--- config.mk ---
export PLATFORM = sky130hd
export DESIGN_NAME = regfile_write_arbiter_flat
export DESIGN_NICKNAME = d
export VERILOG_FILES = /design/src/rtl/regfile_write_arbiter_if.sv /design/src/rtl/regfile_write_arbiter.sv /design/src/flat_wrapper.sv
export SDC_FILE = /design/constraint.sdc
export NUM_CORES = 1
export LEC_CHECK = 0
export BUFFER_PORTS_ARGS = -buffer_cell sky130_fd_sc_hd__clkbuf_2
export CAP_MARGIN = 20
export CORE_MARGIN = 3
export CORE_UTILIZATION = 47
export CTS_BUF_LIST = sky130_fd_sc_hd__clkbuf_4 sky130_fd_sc_hd__clkbuf_8 sky130_fd_sc_hd__clkbuf_16
export DETAILED_ROUTE_END_ITERATION = 7
export GPL_ROUTABILITY_DRIVEN = 0
export GPL_TIMING_DRIVEN = 0
export PLACE_DENSITY_LB_ADDON = 0.08
export SYNTH_ARGS = -nofsm -noshare
export SYNTH_HDL_FRONTEND = slang
export SYNTH_SLANG_ARGS = --single-unit
--- constraint.sdc ---
create_clock -name CLK -period 2.5 [get_ports CLK]
set_input_delay 0.25 -clock CLK [delete_from_list [all_inputs] [get_ports CLK]]
set_output_delay 0.25 -clock CLK [all_outputs]
set_load 0.01 [all_outputs]
--- src/rtl/regfile_write_arbiter_if.sv ---
// Bundle for the register-file write arbiter: two write requesters, a reservation
// port, the registered register-file write port and the busy scoreboard.
interface regfile_write_arbiter_if #(
  parameter int unsigned DataSz = 32
);

  // Requester 0 (ALU commit)
  logic              in_req0_valid;
  logic [4:0]        in_req0_register_select;
  logic [DataSz:0]   in_req0_data;
  logic              out_req0_ready;

  // Requester 1 (load return)
  logic              in_req1_valid;
  logic [4:0]        in_req1_register_select;
  logic [DataSz:0]   in_req1_data;
  logic              out_req1_ready;

  // Destination reservation
  logic              in_reserve_valid;
  logic [4:0]        in_reserve_register_select;

  // Register-file write port and scoreboard
  logic              out_write_enable;
  logic [4:0]        out_write_register_select;
  logic [DataSz:0]   out_write_data;
  logic [31:0]       out_busy;

  // Requesters, reservation source and register-file side
  modport master (
    output in_req0_valid, in_req0_register_select, in_req0_data,
    output in_req1_valid, in_req1_register_select, in_req1_data,
    output in_reserve_valid, in_reserve_register_select,
    input  out_req0_ready, out_req1_ready,
    input  out_write_enable, out_write_register_select, out_write_data, out_busy
  );

  // The arbiter itself
  modport slave (
    input  in_req0_valid, in_req0_register_select, in_req0_data,
    input  in_req1_valid, in_req1_register_select, in_req1_data,
    input  in_reserve_valid, in_reserve_register_select,
    output out_req0_ready, out_req1_ready,
    output out_write_enable, out_write_register_select, out_write_data, out_busy
  );

endinterface

--- src/rtl/regfile_write_arbiter.sv ---
// Round-robin arbiter between two register-file writers with a registered write
// port and a pending-write scoreboard. Register 0 is hardwired: writes to it are
// accepted and dropped, and it can never be marked busy.
module regfile_write_arbiter #(
  parameter int unsigned DataSz        = 32,
  parameter int unsigned num_registers = 32
) (
  input  logic                    CLK,
  input  logic                    RESET_N,
  regfile_write_arbiter_if.slave  bus
);

  logic                     last_grant_q, last_grant_d;
  logic                     write_enable_q, write_enable_d;
  logic [4:0]               write_sel_q, write_sel_d;
  logic [DataSz:0]          write_data_q, write_data_d;
  logic [num_registers-1:0] busy_q, busy_d;

  logic                     ready0, ready1;
  logic                     accept0, accept1, accept_any;
  logic [4:0]               accept_sel;
  logic [DataSz:0]          accept_data;

  // Grant: single valid wins outright, a tie goes to whoever did not win last.
  // Readies are forced low during reset so nothing is accepted then.
  always_comb begin
    ready0 = 1'b0;
    ready1 = 1'b0;
    if (RESET_N) begin
      if (bus.in_req0_valid && bus.in_req1_valid) begin
        ready0 = last_grant_q;
        ready1 = ~last_grant_q;
      end else begin
        ready0 = bus.in_req0_valid;
        ready1 = bus.in_req1_valid;
      end
    end
  end

  // Select the accepted request (at most one can be accepted per cycle)
  always_comb begin
    accept0     = bus.in_req0_valid & ready0;
    accept1     = bus.in_req1_valid & ready1;
    accept_any  = accept0 | accept1;
    accept_sel  = accept1 ? bus.in_req1_register_select : bus.in_req0_register_select;
    accept_data = accept1 ? bus.in_req1_data : bus.in_req0_data;
  end

  // Next-state for grant pointer, write port and scoreboard
  always_comb begin
    last_grant_d   = last_grant_q;
    write_enable_d = 1'b0;
    write_sel_d    = write_sel_q;
    write_data_d   = write_data_q;
    busy_d         = busy_q;

    if (accept0) begin
      last_grant_d = 1'b0;
    end else if (accept1) begin
      last_grant_d = 1'b1;
    end

    // Select and data only move on a real write, so they hold across idle cycles
    // and across discarded x0 writes.
    if (accept_any && (accept_sel != 5'd0)) begin
      write_enable_d      = 1'b1;
      write_sel_d         = accept_sel;
      write_data_d        = accept_data;
      busy_d[accept_sel]  = 1'b0;
    end

    // Set after clear so a same-register reserve and write leaves it busy.
    if (bus.in_reserve_valid && (bus.in_reserve_register_select != 5'd0)) begin
      busy_d[bus.in_reserve_register_select] = 1'b1;
    end

    busy_d[0] = 1'b0;
  end

  // State registers; reset leaves requester 0 favoured on the first tie
  always_ff @(posedge CLK or negedge RESET_N) begin
    if (!RESET_N) begin
      last_grant_q   <= 1'b1;
      write_enable_q <= 1'b0;
      write_sel_q    <= 5'd0;
      write_data_q   <= '0;
      busy_q         <= '0;
    end else begin
      last_grant_q   <= last_grant_d;
      write_enable_q <= write_enable_d;
      write_sel_q    <= write_sel_d;
      write_data_q   <= write_data_d;
      busy_q         <= busy_d;
    end
  end

  assign bus.out_req0_ready            = ready0;
  assign bus.out_req1_ready            = ready1;
  assign bus.out_write_enable          = write_enable_q;
  assign bus.out_write_register_select = write_sel_q;
  assign bus.out_write_data            = write_data_q;
  assign bus.out_busy                  = busy_q;

endmodule
--- src/flat_wrapper.sv ---
// flat-port wrapper written by rule: the top's interface ports become plain ports
module regfile_write_arbiter_flat 
#(
  parameter int unsigned DataSz        = 32,
  parameter int unsigned num_registers = 32
)
  (CLK, RESET_N, bus_in_req0_valid, bus_in_req0_register_select, bus_in_req0_data, bus_in_req1_valid, bus_in_req1_register_select, bus_in_req1_data, bus_in_reserve_valid, bus_in_reserve_register_select, bus_out_req0_ready, bus_out_req1_ready, bus_out_write_enable, bus_out_write_register_select, bus_out_write_data, bus_out_busy);
  regfile_write_arbiter_if #(.DataSz(DataSz)) bus_i ();
  input  logic CLK;
  input  logic RESET_N;
  input wire logic [$bits(bus_i.in_req0_valid)-1:0] bus_in_req0_valid;
  input wire logic [$bits(bus_i.in_req0_register_select)-1:0] bus_in_req0_register_select;
  input wire logic [$bits(bus_i.in_req0_data)-1:0] bus_in_req0_data;
  input wire logic [$bits(bus_i.in_req1_valid)-1:0] bus_in_req1_valid;
  input wire logic [$bits(bus_i.in_req1_register_select)-1:0] bus_in_req1_register_select;
  input wire logic [$bits(bus_i.in_req1_data)-1:0] bus_in_req1_data;
  input wire logic [$bits(bus_i.in_reserve_valid)-1:0] bus_in_reserve_valid;
  input wire logic [$bits(bus_i.in_reserve_register_select)-1:0] bus_in_reserve_register_select;
  output wire logic [$bits(bus_i.out_req0_ready)-1:0] bus_out_req0_ready;
  output wire logic [$bits(bus_i.out_req1_ready)-1:0] bus_out_req1_ready;
  output wire logic [$bits(bus_i.out_write_enable)-1:0] bus_out_write_enable;
  output wire logic [$bits(bus_i.out_write_register_select)-1:0] bus_out_write_register_select;
  output wire logic [$bits(bus_i.out_write_data)-1:0] bus_out_write_data;
  output wire logic [$bits(bus_i.out_busy)-1:0] bus_out_busy;
  assign bus_i.in_req0_valid = bus_in_req0_valid;
  assign bus_i.in_req0_register_select = bus_in_req0_register_select;
  assign bus_i.in_req0_data = bus_in_req0_data;
  assign bus_i.in_req1_valid = bus_in_req1_valid;
  assign bus_i.in_req1_register_select = bus_in_req1_register_select;
  assign bus_i.in_req1_data = bus_in_req1_data;
  assign bus_i.in_reserve_valid = bus_in_reserve_valid;
  assign bus_i.in_reserve_register_select = bus_in_reserve_register_select;
  assign bus_out_req0_ready = bus_i.out_req0_ready;
  assign bus_out_req1_ready = bus_i.out_req1_ready;
  assign bus_out_write_enable = bus_i.out_write_enable;
  assign bus_out_write_register_select = bus_i.out_write_register_select;
  assign bus_out_write_data = bus_i.out_write_data;
  assign bus_out_busy = bus_i.out_busy;
  regfile_write_arbiter #(.DataSz(DataSz), .num_registers(num_registers)) u_core (.CLK(CLK), .RESET_N(RESET_N), .bus(bus_i));
endmodule
==> qor.yml, run 1 <==
cap_violations: 0
synthArstFlopShare: 1.00
clock_skew_ns: 0.0126
wl_per_cell_um: 15.4
min_path_type: "in -> reg"
placementRows: 30
path_buf_inv: 6
grt_max_degree: 42
syn_area_um2: 3510
drive_gt1_frac: 0.419
die_h_um: 92.4
yosys.area.top_type: "dfrtp_1"
diodes: 0
drtAntennaViolNets: 0
dr.pass1.iters: 4
placed_area_um2: 4440
yosysMostFrequentCell: "nand2_1"
cts_root_buffer: "clkbuf_8"
area_delta_synth_final_pct: 33.6
cts_tree: "built"
avgSynthCellArea_um2: 9.56
ys_seq_area_frac: 0.507
finalSetupViolCount: 0
grt_pass1_wl_um: 15400
start_util: 0.500
drv_slew: 0
drcViolationCount: 0
path_delay_family: "buffers and inverters"
io_buffers: 157
cts_sinks: 71
fin_util: 0.668
tightest_slew_ns: 0.695
fmax_mhz: 414
worstPathArrival_ns: 2.17
post-route-min-period_ns: 2.42
synth-main-ff-cell: "dfrtp_1"
path_clk_slew_ns: 0.07
max_stage_delay_ns: 0.52
synth-seq-cells: 71
hold_depth: 4
whs_endpoint: "u_core.bus.out_write_data[17]"
fin_area_um2: 4690
cp_max_fo: 21
outcome: "finished, final reports clean"
drt-vias-per-instance: 5.23
synth.distinct_cells: 44
hold_viol: 0
rsz0062_at_grt: "no"
synth_nets: 453
critPathSlowestCell: "dlygate4sd3_1"
dp_hpwl_um: 7270
grtUsageTotal: 0.227
peakVddDrop_mv: 0.452
die-area_um2: 8540
r2r_start: "u_core.last_grant_q"
critPathLaunchType: "input pin"
synth.area.top_cells: "dfrtp_1 (50%), nand2_1 (12%), o21ai_0 (9.7%), mux2_4 (6.8%), mux2_2 (5.8%)"
finalSetupTns_ns: 0
r2r_slack_ns: 0.39
final_nets: 626
synth.top_cell.area_share: 0.499
gr-total-overflow: 0
ctsHtreeMaxLevel: 3
setup.worst_path.end_class: "output pin"
drtIter0Drc: 177
clk_latency_ns: 0.34
min_period_over_period: 0.967
synth_edf_count: 0
core_area_um2: 7020
path_cells: "dlygate4sd3_1 -> clkbuf_4 -> buf_16 -> and2_4 -> nand2_2 -> inv_2 -> clkbuf_1 -> clkbuf_2"
grt_pass1_vias: 3111
netlist_top_cells_count: "nand2_1 (111), dfrtp_1 (70), o21ai_0 (68)"
worstHoldStart: "bus_in_req1_data[17]"
leakagePower_nw: 2.43
ios: 159
syn_inst: 367
required_ns: 2.25
rr_endpoint: "u_core.bus.out_busy[7]"
slew_headroom: 0.535
worstSetupPathType: "in -> out"
finalWirelength_um: 9830
vias: 3348
finalPower_mw: 3.32
r2r_cells: 6
numCtsBuffers: 9
die_x_um: 92.4
hold_slack_ns: 0.232
antenna_found_initial: 0
yosys_warnings: 0
final.fill_count: 644
power.density_nw_per_um2: 707
clock_path_buffers: 2
## layout by cell type (no fill, tap or decap), types with 3 or more instances in the layout
cell type / instances
clkbuf_8: 10
mux2_4: 16
buf_6: 3
dfrtp_1: 70
nand3b_1: 5
buf_4: 3
clkbuf_2: 156
o2bb2ai_1: 4
buf_1: 3
clkbuf_1: 4
o21ai_0: 68
nor2_1: 8
clkinv_2: 5
a21oi_1: 6
nand3_1: 5
nor4b_1: 3
nand2_1: 110
mux2_2: 18
o211ai_1: 4
## stage by stage
step	cells	worst slack [ns]
global placement	620	-1.21
detailed placement	621	-0.176
global route	640	0.00510
floorplan	367	0.625
finish	640	0.0824
CTS	638	0.0497
## worst min-delay path, stage by stage
cell      delay (ns)
clkbuf_2        0.07
nand2_1         0.04
nand2_1         0.04
mux2_4          0.13
## kinds of logic (layout without fill, tap and decap cells)
group	count (synthesis)	count (layout)	share of synthesized area
flip-flops	71	71	0.507
AO/OA/AOI/OAI	94	94	0.151
AND/OR/NAND/NOR	148	148	0.183
multiplexers	35	35	0.129
buffers and inverters	18	195	0.0289
other	1	1	0.00107
## layout make-up
type / count / area [um2] / area share
Multi-Input combinational cell: 278 / 1650 / 0.351
Tap cell: 96 / 120 / 0.0256
Clock inverter: 5 / 25.0 / 0.00534
Buffer: 15 / 92.6 / 0.0197
Inverter: 3 / 11.3 / 0.00240
Clock buffer: 10 / 138 / 0.0294
Sequential cell: 71 / 1780 / 0.379
Timing Repair Buffer: 162 / 878 / 0.187
## registers in the layout, indices dropped and copies added (netlist names)
name,cells
u_core.bus.out_write_data,33
u_core.bus.out_write_enable,1
u_core.last_grant_q,1
u_core.bus.out_busy,31
u_core.bus.out_write_register_select,5
## per-layer routing
| metal | track usage | part of all wire |
|---|---|---|
| met5 | 0 | 0 |
| met4 | 0.0532 | 0.0078 |
| met3 | 0.0617 | 0.082 |
| met2 | 0.370 | 0.49 |
| met1 | 0.303 | 0.42 |
## worst max path at each step
| stage | slack [ns] | cells after the start | startpoint | endpoint |
|---|---|---|---|---|
| global route | 0.005 | 9 | RESET_N | u_core.bus.out_busy[27] |
| finish | 0.08 | 8 | RESET_N | bus_out_req1_ready |
| detailed placement | -0.18 | 10 | RESET_N | u_core.bus.out_write_data[20] |
| global placement | -1.21 | 8 | RESET_N | u_core.bus.out_write_data[23] |
| CTS | 0.05 | 8 | RESET_N | bus_out_req1_ready |
| floorplan | 0.63 | 8 | u_core.last_grant_q | u_core.bus.out_write_data[16] |
## power by group
group / internal (mW) / total, mW / switching (mW)
Clock: 0.373 / 0.783 / 0.410
Sequential: 1.41 / 1.54 / 0.137
Combinational: 0.461 / 0.989 / 0.528
## timing repair
item	CTS	global route
buffers inserted	0	1
hold buffers	2	0
endpoints found under the setup margin	0	47
resized for setup	0	5
endpoints found under the hold margin	37	0
No activity file was read; power rests on OpenSTA's default activity.
==> run 2, diff against run 1 <==
--- a/config.mk
+++ b/config.mk
@@ -13,6 +13,7 @@
 export DETAILED_ROUTE_END_ITERATION = 7
 export GPL_ROUTABILITY_DRIVEN = 0
 export GPL_TIMING_DRIVEN = 0
+export MAX_ROUTING_LAYER = met4
 export PLACE_DENSITY_LB_ADDON = 0.08
 export SYNTH_ARGS = -nofsm -noshare
 export SYNTH_HDL_FRONTEND = slang
==> qor.yml, run 2 (synthesized netlist as in run 1, its figures left out) <==
numCtsBuffers: 9  # unchanged
r2r_start: "u_core.last_grant_q"
die_h_um: 92.4  # unchanged
power.density_nw_per_um2: 707  # about the same
cts_tree: "built"
grtUsageTotal: 0.233  # +0.00616
gr-total-overflow: 0  # unchanged
clk_latency_ns: 0.34  # about the same
final.fill_count: 644  # unchanged
outcome: "finished, final reports clean"
finalSetupViolCount: 0  # unchanged
setup.worst_path.end: "bus_out_req1_ready"
wl_per_cell_um: 15.3  # -0.34%
required_ns: 2.25  # about the same
start_util: 0.500  # unchanged
drcViolationCount: 0  # unchanged
final_cell_mix: "clkbuf_2 (156), nand2_1 (110), dfrtp_1 (70)"
fin_area_um2: 4690  # unchanged
post-route-min-period_ns: 2.41  # -0.0120 ns
finalPower_mw: 3.32  # about the same
area_delta_synth_final_pct: 33.6  # unchanged
path_clk_slew_ns: 0.07  # about the same
placementRows: 30  # unchanged
setup.worst_path.end_class: "output pin"
placed_area_um2: 4440  # unchanged
rr_endpoint: "u_core.bus.out_busy[27]"
fin_cells: 640  # unchanged
cap_violations: 0  # unchanged
worstSetupPathType: "in -> out"
diodes: 0  # unchanged
ios: 159  # unchanged
peakVddDrop_mv: 0.452  # about the same
tightest_slew_ns: 0.714  # +0.0187 ns
critPathLaunchType: "input pin"
grt_max_degree: 42  # unchanged
core_area_um2: 7020  # unchanged
ff_latch_area_um2: 1780  # unchanged
drtAntennaViolNets: 0  # unchanged
slew_headroom: 0.522  # -0.0126
antenna_found_initial: 0  # unchanged
rsz0062_at_grt: "no"
cts_sinks: 71  # unchanged
finalSetupTns_ns: 0  # unchanged
final_common_cell: "clkbuf_2"
min_path_type: "in -> reg"
cts_root_buffer: "clkbuf_8"
die_x_um: 92.4  # unchanged
grt_pass1_vias: 3106  # -0.16%
worstPathArrival_ns: 2.16  # about the same
drtIter0Drc: 176  # -0.56%
dp_hpwl_um: 7270  # unchanged
hold_slack_ns: 0.229  # -0.00273 ns
die-area_um2: 8540  # unchanged
leakagePower_nw: 2.43  # unchanged
drt-vias-per-instance: 5.23  # about the same
r2r_slack_ns: 0.37  # -0.02 ns
place_inst: 621  # unchanged
ctsHtreeMaxLevel: 3  # unchanged
io_buffers: 157  # unchanged
drv_slew: 0  # unchanged
r2r_cells: 6  # unchanged
drive_gt1_frac: 0.419  # unchanged
grt_pass1_wl_um: 15300  # about the same
dr.pass1.iters: 4  # unchanged
fmax_mhz: 416  # +0.50%
clock_skew_ns: 0.0105  # -0.00210 ns
cp_max_fo: 21  # unchanged
vias: 3350  # +0.060%
multiInputGateArea_um2: 1650  # unchanged
clock_path_buffers: 2  # unchanged
startpoint: "RESET_N"
hold_viol: 0  # unchanged
largest_reg_flops: 33  # unchanged
final_nets: 626  # unchanged
min_period_over_period: 0.962  # -0.00480
finalWirelength_um: 9800  # -0.34%
==> run 2: critical path, cell delays in order <==
cell and delay [ns]:
dlygate4sd3_1 0.52, clkbuf_4 0.21, buf_16 0.18, and2_4 0.17, nand2_2 0.13, inv_2 0.09
clkbuf_1 0.38, clkbuf_2 0.22
==> run 2: worst min path at each step <==
stage	start	to	cells after the start
final	bus_in_req1_data[17]	u_core.bus.out_write_data[17]	4
after global routing	bus_in_req1_data[3]	u_core.bus.out_write_data[3]	4
after CTS	bus_in_req1_data[17]	u_core.bus.out_write_data[17]	4
after detailed placement	RESET_N	u_core.bus.out_write_data[27]	1
after global placement	u_core.bus.out_write_register_select[0]	u_core.bus.out_write_register_select[0]	1
after floorplan	RESET_N	u_core.bus.out_busy[10]	0
==> run 2: power breakdown <==
group          internal, mW  switching (mW)  leakage, nW
registers              1.41           0.137        0.848
clock network         0.373           0.411       0.0914
logic                 0.461           0.527         1.49
total                  2.24            1.08         2.43
==> run 2: final cells by class <==
class,instances,area share
buffer,15,0.0197
clock buffer,10,0.0294
clock inverter,5,0.00534
inverter,3,0.00240
multi-input combinational,278,0.351
sequential,71,0.379
tap,96,0.0256
timing repair buffer,162,0.187
==> run 2: stage by stage <==
| step | util | setup WS [ns] |
|---|---|---|
| floorplan | - | 0.625 |
| global placement | 0.629 | -1.21 |
| detailed placement | 0.632 | -0.176 |
| CTS | 0.660 | 0.0497 |
| global route | 0.668 | 0.00509 |
| finish | 0.668 | 0.0944 |
==> run 2: repair_timing <==
item,in CTS,in global routing
hold buffers,2,0
resized for setup,0,5
endpoints found under the setup margin,0,47
endpoints found under the hold margin,37,0
buffers inserted,0,1
==> run 2: per-layer routing <==
| layer | routed length (um) | GRT usage |
|---|---|---|
| met5 | 0 | - |
| met3 | 701 | 0.0512 |
| met1 | 4180 | 0.309 |
| met4 | 106 | 0.0532 |
| met2 | 4810 | 0.370 |
==> run 3, diff against run 2 <==
--- a/config.mk
+++ b/config.mk
@@ -14,7 +14,7 @@
 export GPL_ROUTABILITY_DRIVEN = 0
 export GPL_TIMING_DRIVEN = 0
 export MAX_ROUTING_LAYER = met4
-export PLACE_DENSITY_LB_ADDON = 0.08
+export PLACE_DENSITY = 0.92
 export SYNTH_ARGS = -nofsm -noshare
 export SYNTH_HDL_FRONTEND = slang
 export SYNTH_SLANG_ARGS = --single-unit
==> qor.yml, run 3 (synthesized netlist as in run 1, its figures left out) <==
final_nets: 626  # unchanged
cp_max_fo: 10  # -52%
critPathSlowestCell: "a32oi_1"
largest_reg_flops: 33  # unchanged
cts_tree: "built"
min_period_over_period: 0.876  # -0.0858
slew_headroom: 0.446  # -0.0760
placementRows: 30  # unchanged
ios: 159  # unchanged
place_inst: 621  # unchanged
drtAntennaViolNets: 0  # unchanged
clk_latency_ns: 0.34  # about the same
ctsHtreeMaxLevel: 3  # unchanged
r2r_start: "u_core.last_grant_q"
cts_sinks: 71  # unchanged
drv_slew: 0  # unchanged
drtIter0Drc: 247  # +40%
fin_util: 0.674  # +0.00588
wl_per_cell_um: 16.3  # +6.6%
die-area_um2: 8540  # unchanged
finalPower_mw: 3.58  # +7.9%
leakagePower_nw: 2.45  # +0.71%
core_area_um2: 7020  # unchanged
power.density_nw_per_um2: 757  # +7.0%
setup.worst_path.end_class: "flip-flop"
antenna_found_initial: 0  # unchanged
finalWirelength_um: 10500  # +6.8%
vias: 3478  # +3.8%
tightest_slew_ns: 0.831  # +0.117 ns
r2r_slack_ns: 0.31  # -0.06 ns
clock_path_buffers: 2  # unchanged
finalSetupTns_ns: 0  # unchanged
drive_gt1_frac: 0.415  # -0.00444
cts_root_buffer: "clkbuf_8"
peakVddDrop_mv: 0.389  # -14%
worstPathArrival_ns: 2.44  # +0.28 ns
pre_cts_slack_ns: -0.160  # +0.0165 ns
clock_skew_ns: 0.0102  # -0.000258 ns
gr-total-overflow: 0  # unchanged
final_cell_mix: "clkbuf_2 (156), nand2_1 (111), dfrtp_1 (70)"
ctsResizeCount: 0  # unchanged
fin_cells: 641  # +0.16%
crit_top_cell: "o21ai_0"
worstSetupPathType: "reg -> reg"
use_met2: 0.405  # +0.0350
p_comb_frac: 0.282  # -0.016
grtUsageTotal: 0.250  # +0.0171
drcViolationCount: 0  # unchanged
dr.pass1.iters: 6  # +2
p_sw_frac: 0.315  # -0.00948
area_delta_synth_final_pct: 34.8
power.switching_mw: 1.13  # +4.8%
path_clk_slew_ns: 0.08  # about the same
outcome: "finished, final reports clean"
grt_pass1_vias: 3300  # +6.2%
grt_busiest_layer: "met2"
pwr-share-seq: 0.433  # -0.032
grt_max_degree: 39  # -7.1%
cap_violations: 0  # unchanged
die_x_um: 92.4  # unchanged
fmax_mhz: 456  # +9.8%
required_ns: 2.75  # +0.50 ns
dp_hpwl_um: 7820  # +7.5%
r2r_cells: 7  # +1
final_common_cell: "clkbuf_2"
rr_endpoint: "u_core.bus.out_busy[1]"
io_buffers: 157  # unchanged
path_cells: "nand2_1 -> nand2_2 -> inv_2 -> buf_2 -> a32oi_1 -> o21ai_0 -> o21ai_0"
hold_viol: 0  # unchanged
use_met3: 0.0422  # -0.00894
p_clk_frac: 0.285  # +0.048
numCtsBuffers: 9  # unchanged
max_stage_delay_ns: 0.63  # +0.11 ns
grt_pass1_wl_um: 16300  # +6.3%
finalSetupViolCount: 0  # unchanged
rsz0062_at_grt: "no"
post-route-min-period_ns: 2.19  # -0.215 ns
p_int_mw: 2.45  # +9.5%
critPathLaunchType: "flip-flop"
drt-vias-per-instance: 5.43  # +3.7%
use_met1: 0.321  # +0.0125
start_util: 0.500  # unchanged
min_path_type: "in -> async"
diodes: 0  # unchanged
setup_ws_ns: 0.309  # +0.215 ns
die_h_um: 92.4  # unchanged
[run 3: cell count changes in the layout (fill, tap and decap cells not counted), sizes merged]
cell	before	now
clkinv	5	3
buf	13	15
clkbuf	173	172
bufinv	0	2
[run 3: worst max-delay path by stage]
stage	from	slack (ns)	endpoint	cells past startpoint
2_1_floorplan	u_core.last_grant_q	0.63	u_core.bus.out_write_data[16]	8
3_3_place_gp	RESET_N	-1.10	u_core.bus.out_write_data[19]	8
3_5_place_dp	RESET_N	-0.16	u_core.bus.out_write_data[19]	9
4_1_cts	u_core.last_grant_q	0.37	u_core.bus.out_busy[1]	7
5_1_grt	u_core.last_grant_q	0.20	u_core.bus.out_busy[17]	7
6_report	u_core.last_grant_q	0.31	u_core.bus.out_busy[1]	7
[run 3: area by class of cell]
type / count / area (um2)
sequential: 71 / 1780
clock inverter: 5 / 82.6
clock buffer: 11 / 139
timing repair buffer: 162 / 878
fill: 595 / 2290
tap: 96 / 120
inverter: 3 / 11.3
buffer: 15 / 90.1
multi-input combinational: 278 / 1630
[run 3: metrics by stage]
stage / instance area, um2 / hold WS, ns
global route: 4730 / 0.0182
global placement: 4420 / 0.483
detailed placement: 4440 / 0.262
floorplan: 3510 / -0.0456
CTS: 4730 / 0.0119
finish: 4730 / 0.0174
[run 3: critical path: cells and delay by family, from the launching register on]
kind | cells | cell delay (ns)
compound gates | 3 | 0.98
simple gates | 2 | 0.30
flops | 1 | 0.56
buf+inv | 2 | 0.24
[run 3: routing by layer]
| layer | routed length, um | share of wire |
|---|---|---|
| met4 | 162 | 0.015 |
| met3 | 964 | 0.092 |
| met1 | 4270 | 0.41 |
| met5 | 0 | 0 |
| met2 | 5070 | 0.48 |
[run 3: repair_timing]
item | CTS | global route
hold buffers | 4 | 0
buffers inserted | 0 | 0
endpoints found under the hold margin | 32 | 0
[run 3: power by group through the flow]
stage	logic, mW	registers, mW	clock network, mW
2_1_floorplan	0.391	1.67	0
3_3_place_gp	0.955	1.55	0
3_5_place_dp	1.00	1.56	0
4_1_cts	1.02	1.55	1.05
5_1_grt	1.11	1.58	1.09
6_report	1.01	1.55	1.02
